<file path="src/rtl/fp_pkg.sv">
// Shared definitions for the floating-point miscellaneous-op pipeline:
// default format widths, opcode encodings and the FCLASS one-hot layout.
package fp_pkg;

  localparam int unsigned EXP_W_DEF = 8;
  localparam int unsigned MAN_W_DEF = 23;
  localparam int unsigned OP_W      = 4;

  typedef enum logic [OP_W-1:0] {
    OP_FSGNJ  = 4'd0,
    OP_FSGNJN = 4'd1,
    OP_FSGNJX = 4'd2,
    OP_FMIN   = 4'd3,
    OP_FMAX   = 4'd4,
    OP_FEQ    = 4'd5,
    OP_FLT    = 4'd6,
    OP_FLE    = 4'd7,
    OP_FCLASS = 4'd8
  } fp_op_e;

  // Field order is the FCLASS result layout: qnan is bit 9, ninf is bit 0.
  typedef struct packed {
    logic qnan;
    logic snan;
    logic pinf;
    logic pnorm;
    logic psub;
    logic pzero;
    logic nzero;
    logic nsub;
    logic nnorm;
    logic ninf;
  } fp_class_t;

  localparam int unsigned FCLASS_W = $bits(fp_class_t);

  function automatic logic cls_is_nan(input fp_class_t c);
    return c.qnan | c.snan;
  endfunction

  function automatic logic cls_is_zero(input fp_class_t c);
    return c.pzero | c.nzero;
  endfunction

endpackage

</file>
<file path="src/rtl/fp_classify.sv">
// Combinational operand classifier: decodes an IEEE-754 value of the given
// exponent/mantissa widths into the one-hot FCLASS categories.
module fp_classify
  import fp_pkg::*;
#(
  parameter int unsigned EXP_W = EXP_W_DEF,
  parameter int unsigned MAN_W = MAN_W_DEF
) (
  input  logic [EXP_W+MAN_W:0] op_i,
  output fp_class_t            cls_o
);

  logic             sign;
  logic [EXP_W-1:0] exp_f;
  logic [MAN_W-1:0] man_f;
  logic             exp_ones;
  logic             exp_zero;
  logic             man_zero;

  assign sign     = op_i[EXP_W+MAN_W];
  assign exp_f    = op_i[MAN_W +: EXP_W];
  assign man_f    = op_i[MAN_W-1:0];
  assign exp_ones = &exp_f;
  assign exp_zero = ~|exp_f;
  assign man_zero = ~|man_f;

  always_comb begin
    cls_o       = '0;
    cls_o.qnan  = exp_ones & ~man_zero &  man_f[MAN_W-1];
    cls_o.snan  = exp_ones & ~man_zero & ~man_f[MAN_W-1];
    cls_o.pinf  = ~sign & exp_ones & man_zero;
    cls_o.ninf  =  sign & exp_ones & man_zero;
    cls_o.pnorm = ~sign & ~exp_ones & ~exp_zero;
    cls_o.nnorm =  sign & ~exp_ones & ~exp_zero;
    cls_o.psub  = ~sign & exp_zero & ~man_zero;
    cls_o.nsub  =  sign & exp_zero & ~man_zero;
    cls_o.pzero = ~sign & exp_zero & man_zero;
    cls_o.nzero =  sign & exp_zero & man_zero;
  end

endmodule

</file>
<file path="src/rtl/fp_misc_pipe.sv">
// Two-stage pipeline for sign-injection, min/max, compare and classify ops.
// Stage 1 captures operands plus their decoded classes; stage 2 holds results.
module fp_misc_pipe
  import fp_pkg::*;
#(
  parameter int unsigned EXP_W = EXP_W_DEF,
  parameter int unsigned MAN_W = MAN_W_DEF,
  parameter int unsigned TAG_W = 4
) (
  input  logic                 CLK,
  input  logic                 RST,
  input  logic                 in_valid,
  output logic                 in_ready,
  input  logic [OP_W-1:0]      in_op,
  input  logic [EXP_W+MAN_W:0] in_a,
  input  logic [EXP_W+MAN_W:0] in_b,
  input  logic [TAG_W-1:0]     in_tag,
  output logic                 out_valid,
  input  logic                 out_ready,
  output logic [EXP_W+MAN_W:0] out_result,
  output logic [TAG_W-1:0]     out_tag,
  output logic                 out_nv,
  output logic                 out_illegal,
  input  logic                 flags_clr,
  output logic                 fflags_nv
);

  localparam int unsigned FLEN = 1 + EXP_W + MAN_W;
  localparam logic [FLEN-1:0] CANON_NAN =
    {1'b0, {EXP_W{1'b1}}, 1'b1, {(MAN_W-1){1'b0}}};

  fp_class_t cls_a_c;
  fp_class_t cls_b_c;

  logic            s1_valid_q, s1_valid_d;
  logic [OP_W-1:0] s1_op_q, s1_op_d;
  logic [FLEN-1:0] s1_a_q, s1_a_d;
  logic [FLEN-1:0] s1_b_q, s1_b_d;
  logic [TAG_W-1:0] s1_tag_q, s1_tag_d;
  fp_class_t       s1_cls_a_q, s1_cls_a_d;
  fp_class_t       s1_cls_b_q, s1_cls_b_d;

  logic            out_valid_q, out_valid_d;
  logic [FLEN-1:0] out_result_q, out_result_d;
  logic [TAG_W-1:0] out_tag_q, out_tag_d;
  logic            out_nv_q, out_nv_d;
  logic            out_illegal_q, out_illegal_d;
  logic            fflags_q, fflags_d;

  logic            out_free;
  logic            accept;
  logic [FLEN-1:0] res_c;
  logic            nv_c;
  logic            ill_c;

  fp_classify #(.EXP_W(EXP_W), .MAN_W(MAN_W)) u_cls_a (.op_i(in_a), .cls_o(cls_a_c));
  fp_classify #(.EXP_W(EXP_W), .MAN_W(MAN_W)) u_cls_b (.op_i(in_b), .cls_o(cls_b_c));

  // Output stage can take new data when empty or being drained this cycle.
  assign out_free = ~out_valid_q | out_ready;
  assign in_ready = ~s1_valid_q | out_free;
  assign accept   = in_valid & in_ready;

  always_comb begin
    s1_valid_d = s1_valid_q;
    s1_op_d    = s1_op_q;
    s1_a_d     = s1_a_q;
    s1_b_d     = s1_b_q;
    s1_tag_d   = s1_tag_q;
    s1_cls_a_d = s1_cls_a_q;
    s1_cls_b_d = s1_cls_b_q;
    if (accept) begin
      s1_valid_d = 1'b1;
      s1_op_d    = in_op;
      s1_a_d     = in_a;
      s1_b_d     = in_b;
      s1_tag_d   = in_tag;
      s1_cls_a_d = cls_a_c;
      s1_cls_b_d = cls_b_c;
    end else if (out_free) begin
      s1_valid_d = 1'b0;
    end
  end

  logic            sign_a, sign_b;
  logic [FLEN-2:0] mag_a, mag_b;
  logic            a_nan, b_nan, a_snan, b_snan, any_nan, both_zero;
  logic            lt_raw, feq, flt, fle, pick_a;

  assign sign_a    = s1_a_q[FLEN-1];
  assign sign_b    = s1_b_q[FLEN-1];
  assign mag_a     = s1_a_q[FLEN-2:0];
  assign mag_b     = s1_b_q[FLEN-2:0];
  assign a_nan     = cls_is_nan(s1_cls_a_q);
  assign b_nan     = cls_is_nan(s1_cls_b_q);
  assign a_snan    = s1_cls_a_q.snan;
  assign b_snan    = s1_cls_b_q.snan;
  assign any_nan   = a_nan | b_nan;
  assign both_zero = cls_is_zero(s1_cls_a_q) & cls_is_zero(s1_cls_b_q);

  // Sign-magnitude ordering in which -0 sorts below +0; compares mask that out.
  assign lt_raw = (sign_a != sign_b) ? sign_a
                : (sign_a ? (mag_a > mag_b) : (mag_a < mag_b));
  assign feq    = ~any_nan & (both_zero | (s1_a_q == s1_b_q));
  assign flt    = ~any_nan & ~both_zero & lt_raw;
  assign fle    = flt | feq;
  assign pick_a = (s1_op_q == OP_FMIN) ? lt_raw : ~lt_raw;

  logic unused_cls_b;
  assign unused_cls_b = ^{s1_cls_b_q.pinf, s1_cls_b_q.pnorm, s1_cls_b_q.psub,
                          s1_cls_b_q.nsub, s1_cls_b_q.nnorm, s1_cls_b_q.ninf};

  always_comb begin
    res_c = '0;
    nv_c  = 1'b0;
    ill_c = 1'b0;
    case (s1_op_q)
      OP_FSGNJ:  res_c = {sign_b, mag_a};
      OP_FSGNJN: res_c = {~sign_b, mag_a};
      OP_FSGNJX: res_c = {sign_a ^ sign_b, mag_a};
      OP_FMIN, OP_FMAX: begin
        nv_c = a_snan | b_snan;
        if (a_nan & b_nan) begin
          res_c = CANON_NAN;
        end else if (a_nan) begin
          res_c = s1_b_q;
        end else if (b_nan) begin
          res_c = s1_a_q;
        end else begin
          res_c = pick_a ? s1_a_q : s1_b_q;
        end
      end
      OP_FEQ: begin
        nv_c  = a_snan | b_snan;
        res_c = {{(FLEN-1){1'b0}}, feq};
      end
      OP_FLT: begin
        nv_c  = any_nan;
        res_c = {{(FLEN-1){1'b0}}, flt};
      end
      OP_FLE: begin
        nv_c  = any_nan;
        res_c = {{(FLEN-1){1'b0}}, fle};
      end
      OP_FCLASS: res_c = {{(FLEN-FCLASS_W){1'b0}}, s1_cls_a_q};
      default:   ill_c = 1'b1;
    endcase
  end

  always_comb begin
    out_valid_d   = out_valid_q;
    out_result_d  = out_result_q;
    out_tag_d     = out_tag_q;
    out_nv_d      = out_nv_q;
    out_illegal_d = out_illegal_q;
    if (out_free) begin
      out_valid_d = s1_valid_q;
      if (s1_valid_q) begin
        out_result_d  = res_c;
        out_tag_d     = s1_tag_q;
        out_nv_d      = nv_c;
        out_illegal_d = ill_c;
      end
    end
  end

  // Sticky flag: a set from a consumed result wins over a same-cycle clear.
  assign fflags_d = (fflags_q & ~flags_clr) | (out_valid_q & out_ready & out_nv_q);

  always_ff @(posedge CLK) begin
    if (!RST) begin
      s1_valid_q    <= 1'b0;
      s1_op_q       <= '0;
      s1_a_q        <= '0;
      s1_b_q        <= '0;
      s1_tag_q      <= '0;
      s1_cls_a_q    <= '0;
      s1_cls_b_q    <= '0;
      out_valid_q   <= 1'b0;
      out_result_q  <= '0;
      out_tag_q     <= '0;
      out_nv_q      <= 1'b0;
      out_illegal_q <= 1'b0;
      fflags_q      <= 1'b0;
    end else begin
      s1_valid_q    <= s1_valid_d;
      s1_op_q       <= s1_op_d;
      s1_a_q        <= s1_a_d;
      s1_b_q        <= s1_b_d;
      s1_tag_q      <= s1_tag_d;
      s1_cls_a_q    <= s1_cls_a_d;
      s1_cls_b_q    <= s1_cls_b_d;
      out_valid_q   <= out_valid_d;
      out_result_q  <= out_result_d;
      out_tag_q     <= out_tag_d;
      out_nv_q      <= out_nv_d;
      out_illegal_q <= out_illegal_d;
      fflags_q      <= fflags_d;
    end
  end

  assign out_valid   = out_valid_q;
  assign out_result  = out_result_q;
  assign out_tag     = out_tag_q;
  assign out_nv      = out_nv_q;
  assign out_illegal = out_illegal_q;
  assign fflags_nv   = fflags_q;

endmodule

</file>
<file path="config.mk">
export PLATFORM = sky130hd
export DESIGN_NAME = fp_misc_pipe
export DESIGN_NICKNAME = d
export VERILOG_FILES = /design/src/rtl/fp_pkg.sv /design/src/rtl/fp_classify.sv /design/src/rtl/fp_misc_pipe.sv
export SDC_FILE = /design/constraint.sdc
export NUM_CORES = 1
export LEC_CHECK = 0
export ABC_AREA = 1
export CORE_MARGIN = 1.5
export CORE_UTILIZATION = 57
export DETAILED_ROUTE_END_ITERATION = 16
export MAX_ROUTING_LAYER = met4
export PLACE_DENSITY = 0.88
export SLEW_MARGIN = 15
export SYNTH_ARGS = -nofsm -noshare
export SYNTH_HDL_FRONTEND = slang
export SYNTH_SLANG_ARGS = --single-unit
</file>
<file path="constraint.sdc">
create_clock -name CLK -period 6.2 [get_ports CLK]
set_input_delay 1.24 -clock CLK [delete_from_list [all_inputs] [get_ports CLK]]
set_output_delay 1.24 -clock CLK [all_outputs]
set_load 0.005 [all_outputs]
</file>
==> impl_results.md <==
- Status: finished, final reports clean
- Final Slew Violations: 0
- Synth async-reset ratio: 0%
- Largest net degree at the start of global routing: 91
- GPL Wtd Cong: 0.866
- Fin crit share: 59.3%
- Cell Area, Synth: 6520 um^2
- Met3 Use GR: 7.17%
- First-pass GRT wire length: 29.7 mm
- Slowest stage delay, CP: 530 ps
- Largest area contributor in the netlist: dfxtp_1
- CTS sink cnt: 127
- Synth area leaders: dfxtp_1 (39%), nand2_1 (14%), a21oi_1 (9.7%)
- Post-Layout Inst Area: 8300 um^2
- Placed inst area: 7680 um^2
- Syn. warnings: 0
- DRT iter0 DRCs: 530
- CORE AREA: 11,000 um^2
- Die Y: 110 um
- CTS H-tree depth: 4
- Clk_skew: 7.22 ps
- Num rows: 38
- Number of remaining DRC errors: 0
- Routing usage on met1: 38.8%
- Hold_buf cts: 0
- Worst Hold Class: flip-flop to flip-flop
- WP data arrival: 2430 ps
- DR vias/cell: 5.74
- Port Buffers: 117
- Syn nets: 1,062
- Post-DP HPWL: 11.9 mm
- Post-cts resize count: 0
- Pwr Density: 284 nW/um^2
- Slew @ Worst Pin: 1270 ps
- GR Util All Layers: 32.7%
- Post-CTS Setup Inserts: 0
- #FFs+latches synth: 127
- Layout Nets: 1,150
- Max cap viols: 0
- TritonRoute pass-1 iters: 5
- Final hold slack: 464 ps
- Synth top area share: 39.0%
- Routed Antenna Nets: 0
- Avg Inst Size Synth: 6.84 um^2
- Crit path cell chain: clkdlybuf4s50_1, inv_1, nand3_1, clkdlybuf4s50_1
- Share of layout cells above drive strength 1: 6.07%
- Max transition margin: 15.3%
- DIE WIDTH: 110 um
- Busiest grt layer: met2
- Total power: 2.36 mW
- Antenna cells: 0
- Placement Setup Slack: 2360 ps
- Sum of negative setup slack: 0 ps
- Most used cell, CP: clkdlybuf4s50_1
- Leak: 3.53 nW
- # setup viols final: 0
- Top FF cell, synth: dfxtp_1
- Library cells used by synthesis: 39
- Grt ovf: 0
- Drt wl/cell: 15.7 um
- EDFF count, synth: 0
- Max stage delay cell, worst path: clkdlybuf4s50_1
- CP max FO: 3
- Clock slew at reported path FFs: 50 ps
- Post-synthesis sequential area ratio: 39.0%
- Maximum root-to-sink buffer count: 2
- Final setup margin: 2530 ps
- CTS buffer count: 17
- Initial antenna violation count: 0
- Root buf cell: clkbuf_16
- Clock Latency Late Sink: 420 ps
- Kind of end point of the critical path: output pin
- Number of global-route vias before repair: 6,406
- CP required: 4960 ps
- CP Launch Type: input pin
- Maximum vdd drop: 0.000253 V
- Final Hold Viols: 0
- I/O pin total: 118
- Cell count after synthesis: 954
- Reg2Reg Setup Slack: 3050 ps
- Synth-to-Final Area Change: 27.3%
- Period minus WS final: 3670 ps
- Die area: 12,100 um^2
- Post-Route WL: 18.7 mm
- RSZ-0062 raised after global routing: no
- Global routing met2 resource utilization: 53.3%
- Vias: 6,855
- Critical path class: input pin to output pin
- CTS tree: yes
- Initial core utilization: 59.4%
- Fmax: 272 MHz
metrics by stage:
step                      util [%]  cells
after global placement        69.9   1163
after floorplan                  -    954
after global routing          75.6   1195
after detailed placement      69.9   1163
after CTS                     75.6   1195
final                         75.6   1195
critical path, delay by kind of cell:
kind                   cells  cell delay, ps
AND/OR/NAND/NOR            1             140
buffers and inverters      3            1050
kinds of logic (layout without fill, tap and decap cells):
family                     Yosys count  in the layout  share of synthesized area, %
adders and majority gates           32             32                          6.10
AOI/OAI and AO/OA                  227            227                          17.9
xor gates and xnor gates             1              1                         0.134
DFF                                127            127                          39.0
and+or+nand+nor                    403            403                          26.8
muxes                                1              1                         0.153
buffers and inverters              163            264                          9.90
synth_stat cells, types with 2 or more instances:
master    instances
buf_6             3
buf_2             9
nor2_1           49
clkbuf_1         40
inv_1            94
inv_2             9
buf_1             2
a211oi_1          4
o22ai_1           2
and2_0            2
nand4_1           7
nor4_1           13
o21ai_0          89
or4_1             2
nand2_1         237
nand3_1          75
clkinv_1          6
a21o_1            2
nor2_2            5
nand2_2           3
nor3_1            2
a21oi_1         126
dfxtp_1         127
ha_1             31
sequential cells by signal, summed over array words and instances, names as in the netlist:
register / cells
out_valid: 1
out_nv: 1
fflags_nv: 1
s1_op_q: 4
s1_valid_q: 1
out_illegal: 1
out_result: 32
s1_cls_a_q: 9
b_snan: 1
out_tag: 4
s1_a_q: 32
s1_cls_b_q: 3
a_snan: 1
s1_b_q: 32
s1_tag_q: 4
power breakdown:
group          internal, mW  switching, mW  total, mW
logic                 0.165          0.263      0.428
clock network         0.672          0.364       1.04
registers             0.864         0.0284      0.892
cells in the final DEF (no fill, tap or decap), types with 6 or more instances in the layout:
master	instances
nor2_1	48
clkbuf_16	17
ha_1	31
nor4_1	13
nand3_1	75
inv_1	94
a21oi_1	126
inv_2	9
o21ai_0	89
nor2_2	6
clkdlybuf4s50_1	116
nand4_1	7
clkinv_1	6
buf_4	6
dfxtp_1	127
nand2_1	236
worst paths after layout:
| check | startpoint | endpoint | cells past startpoint |
|---|---|---|---|
| worst min register to register | out_result[5] | out_result[5] | 2 |
| worst min-delay path | out_result[5] | out_result[5] | 2 |
| worst max-delay path | out_ready | in_ready | 4 |
| worst max register to register | s1_b_q[30] | out_result[24] | 19 |
cell type report:
cell class,count,area (um^2)
Clock inverter,10,134
Inverter,109,409
Clock buffer,22,484
Tap cell,140,175
Timing Repair Buffer,123,1210
Multi-Input combinational cell,664,3340
Fill cell,845,2680
Sequential cell,127,2540
layer usage:
layer	up-vias	part of all wire (%)
met3	60	8.6
met4	0	3.2
met2	350	47
met5	-	0
met1	3134	41
li1	3311	-
(Power assumes the default switching activity.)
==> RTL change 1: new RTL, same settings <==
The package constant `EXP_W_DEF` goes from 8 to 6.
--- a/src/rtl/fp_pkg.sv
+++ b/src/rtl/fp_pkg.sv
@@ -2,7 +2,7 @@
 // default format widths, opcode encodings and the FCLASS one-hot layout.
 package fp_pkg;
 
-  localparam int unsigned EXP_W_DEF = 8;
+  localparam int unsigned EXP_W_DEF = 6;
   localparam int unsigned MAN_W_DEF = 23;
   localparam int unsigned OP_W      = 4;
 
Ports: changed (resized in_a, in_b and out_result); port bits go from 118 to 112. No check against the original RTL was run, so the function may have changed too.
==> RTL change 1 against the unedited design <==
Area after synthesis fell by 4.8%. Sequential cell count fell by 6. Power rose by 0.16%. Largest power group unchanged. Routed wire length fell by 4.9%. Setup slack got worse by 11 ps. Highest routed layer unchanged. Sequential share of layout area fell by 0.23 points. Non-clock buffer count fell by 7. Critical endpoint unchanged. Design area fell by 4.0%.
==> RTL change 1: results (changes against the unedited design) <==
status:
  status: "complete, no violations"  # unchanged
placement:
  dp_hpwl_um: 11000  # was 11,900 um
  placed_area_um2: 7310  # was 7680 um2
  port-buffer-count: 111  # was 117
  place_congestion: 0.887  # was 0.866
logic_synthesis:
  synth_cell_type_count: 36  # was 39
  syn_nets: 1011  # was 1,062
  synthTopCellsByCount: "230 x nand2_1, 121 x dfxtp_1, 106 x a21oi_1"  # was 237 x nand2_1, 127 x dfxtp_1, 126 x a21oi_1
  yosys-top-cells-area: "dfxtp_1 39%, nand2_1 14%, a21oi_1 8.5%"  # was dfxtp_1 39%, nand2_1 14%, a21oi_1 9.7%
route:
  drt_iter0_markers: 672  # was 530
  wl_um: 17800  # was 18,700 um
  dr.pass1.iters: 6  # was 5
  via_count: 6478  # was 6,855
timing:
  slew_headroom_pct: 16.2  # was 15.3%
  fin_skew_ps: 7.80  # was 7.22 ps
cells_and_area:
  fin_nets: 1097  # was 1,150
  drive_above_1_share_pct: 5.85  # was 6.07%
power_and_ir_drop:
  finalPower_mw: 2.36  # about the same
  max-vdd-ir-drop_mv: 0.221  # was 0.253 mV
  combPwrFrac_pct: 17.5  # was 18.2%
  switching_share_pct: 27.9  # was 27.8%
  clkPwrFrac_pct: 46.5  # was 44.0%
setup_path:
  reg2reg_from: "s1_b_q[28]"  # was s1_b_q[30]
  arrival_ps: 2450  # was 2430 ps
grt:
  grt_pass1_vias: 6046  # was 6,406
  grt_max_degree: 90  # was 91
  grt_usage_pct: 32.3  # was 32.7%
clock_network:
  clockRootBuffer: "clkbuf_8"  # was clkbuf_16
  hold_buffers: 0  # unchanged
  cts_buffers: 17  # unchanged
  cts_resized: 0  # unchanged
min_path:
  min-delay-start: "out_result[10]"  # was out_result[5]
## RTL change 1: final cells by class
type,count,area [um2]
Multi-Input combinational cell,631,3170
Fill cell,753,2500
Sequential cell,121,2420
Timing Repair Buffer,116,1140
Clock buffer,19,442
Inverter,108,405
Clock inverter,13,215
Tap cell,136,170
## RTL change 1: metrics by stage
stage | setup WS, ps | cells | hold WS (ps)
after global routing | 2250 | 1144 | 480
after CTS | 2510 | 1144 | 467
after floorplan | 3570 | 909 | 445
after detailed placement | 2470 | 1112 | 457
after global placement | 2520 | 1112 | 451
final | 2510 | 1144 | 467
## RTL change 1: final timing paths
| kind | depth (start not counted) | to | slack, ps |
|---|---|---|---|
| worst min-delay path | 2 | out_result[10] | 470 |
| worst max-delay path | 4 | in_ready | 2510 |
| worst min register to register | 2 | out_result[10] | 470 |
| worst max register to register | 19 | out_result[10] | 2540 |
## RTL change 1: kinds of logic (layout without fill, tap and decap cells)
family | count (synthesis) | after routing | share of synthesized area [%]
AND/OR/NAND/NOR | 383 | 383 | 26.0
buffers and inverters | 157 | 256 | 10.2
adder cells (fa/ha/maj) | 30 | 30 | 6.00
AO/OA/AOI/OAI | 217 | 217 | 18.7
XOR/XNOR | 1 | 1 | 0.141
flip-flops | 121 | 121 | 39.0
## RTL change 1: metal layers
metal / wire length (um) / global-route usage (%) / part of all wire, % / up-vias
met2: 8320 / 51.4 / 47 / 371
met5: 0 / - / 0 / -
met3: 1660 / 6.66 / 9.3 / 35
met1: 7430 / 40.5 / 42 / 2924
met4: 400 / 12.8 / 2.2 / 0
li1: - / - / - / 3148
## RTL change 1: worst max-delay path: stages
cell             delay [ps]
clkdlybuf4s50_1         480
inv_1                    60
nand3_1                 140
clkdlybuf4s50_1         530
==> RTL change 2: new RTL, same settings <==
Made on the original files. Register the output `fflags_nv` once more, with the module's reset; this adds one clock of latency there. The other outputs are not delayed to match.
--- a/src/rtl/fp_misc_pipe.sv
+++ b/src/rtl/fp_misc_pipe.sv
@@ -204,7 +204,13 @@
   assign out_tag     = out_tag_q;
   assign out_nv      = out_nv_q;
   assign out_illegal = out_illegal_q;
-  assign fflags_nv   = fflags_q;
+  always_ff @(posedge CLK) begin
+    if (!RST) begin
+      fflags_nv <= '0;
+    end else begin
+      fflags_nv <= fflags_q;
+    end
+  end
 
 endmodule
 
Check against the original RTL: not equivalent (Yosys sat finds a counterexample within 4 cycles, from zero or initial values and one cycle with RST low).
==> RTL change 2 against the unedited design <==
Global-route usage down 0.072 points. Clock power up 9.6%. Count of clock-buffer cells in the layout down 4. Combinational power down 0.9%. Setup slack worse by 46 ps. Routed wire length down 2.1%. Power up 4.7%. Area after synthesis up 0.73%. Design area up 1.2%. Sequential cell count up 1. Critical path type unchanged.
==> RTL change 2: results (changes against the unedited design) <==
logic_synthesis:
  syn_inst: 959  # was 954
  synthTopCellsByCount: "240 x nand2_1, 128 x dfxtp_1, 116 x a21oi_1"  # was 237 x nand2_1, 127 x dfxtp_1, 126 x a21oi_1
  muxShareOfSynthArea_pct: 0  # was 0.153%
  synthAdderAreaFrac_pct: 6.06  # was 6.10%
  synth_xor_area_share_pct: 0.133  # was 0.134%
  synth_seq_cells: 128  # was 127
  synth-compound-area-share_pct: 18.3  # was 17.9%
  syn_nets: 1067  # was 1,062
  synth_seq_area_share_pct: 39.0  # about the same
  synth_cell_type_count: 35  # was 39
setup_path:
  r2r-end: "out_result[5]"  # was out_result[24]
  arrival_ps: 2480  # was 2430 ps
  r2r_cells: 21  # was 19
min_path:
  min_to: "fflags_nv"  # was out_result[5]
  hold_class: "reg -> reg"  # unchanged
  min-delay-start: "fflags_q"  # was out_result[5]
status:
  status: "complete, no violations"  # unchanged
floorplanning:
  nWellTaps: 143  # was 140
route:
  routed_via_density: 5.63  # was 5.74
  via_count: 6773  # was 6,855
  drt_iter0_markers: 531  # was 530
cells_and_area:
  multi_input_cells: 667  # was 664
  inverters: 110  # was 109
  clkbuf_count: 18  # was 22
  final-nonclk-buf-share_pct: 14.4  # was 14.6%
  n_fill_cell: 864  # was 845
  multi_input_area_share_pct: 40.0  # was 40.3%
  clock_area_share_pct: 8.04  # was 7.45%
  drive_above_1_share_pct: 5.75  # was 6.07%
  fin_area_um2: 8400  # was 8300 um2
power_and_ir_drop:
  total_leakage_power_nw: 3.57  # was 3.53 nW
grt:
  grt_usage_pct: 32.6  # was 32.7%
  grt_pass1_wl_um: 29600  # was 29,700 um
  grt_pass1_vias: 6224  # was 6,406
placement:
  place_congestion: 0.869  # was 0.866
  placed_area_um2: 7720  # was 7680 um2
  pre_cts_slack_ps: 2410  # was 2360 ps
timing:
  fin_skew_ps: 6.51  # was 7.22 ps
  worst_hold_slack_ps: 427  # was 464 ps
  worstMarginPinSlew_ps: 1170  # was 1270 ps
[RTL change 2: cell types whose count changed after synthesis, moves of 5 or more]
cell,delta
inv_2,-9
inv_1,+13
a21oi_2,+9
buf_2,-5
a21oi_1,-10
[RTL change 2: where the power goes]
group / switching [mW] / internal, mW / leakage [nW]
clock: 0.382 / 0.763 / 0.315
sequential: 0.0277 / 0.870 / 1.05
combinational: 0.259 / 0.165 / 2.20
total: 0.669 / 1.80 / 3.57
[RTL change 2: per-layer routing]
metal / up-vias / global-route usage [%] / share of wire [%]
met3: 46 / 7.88 / 8.3
met1: 3129 / 40.4 / 42
met2: 279 / 51.5 / 47
met5: - / - / 0
met4: 0 / 12.6 / 2.3
li1: 3319 / - / -
[RTL change 2: worst max path at each step]
stage,from,to,cells after the start
3_5_place_dp,out_ready,s1_cls_a_q[9],7
2_1_floorplan,out_ready,in_ready,2
3_3_place_gp,out_ready,in_ready,4
6_report,out_ready,in_ready,4
5_1_grt,out_ready,in_ready,4
4_1_cts,out_ready,in_ready,4
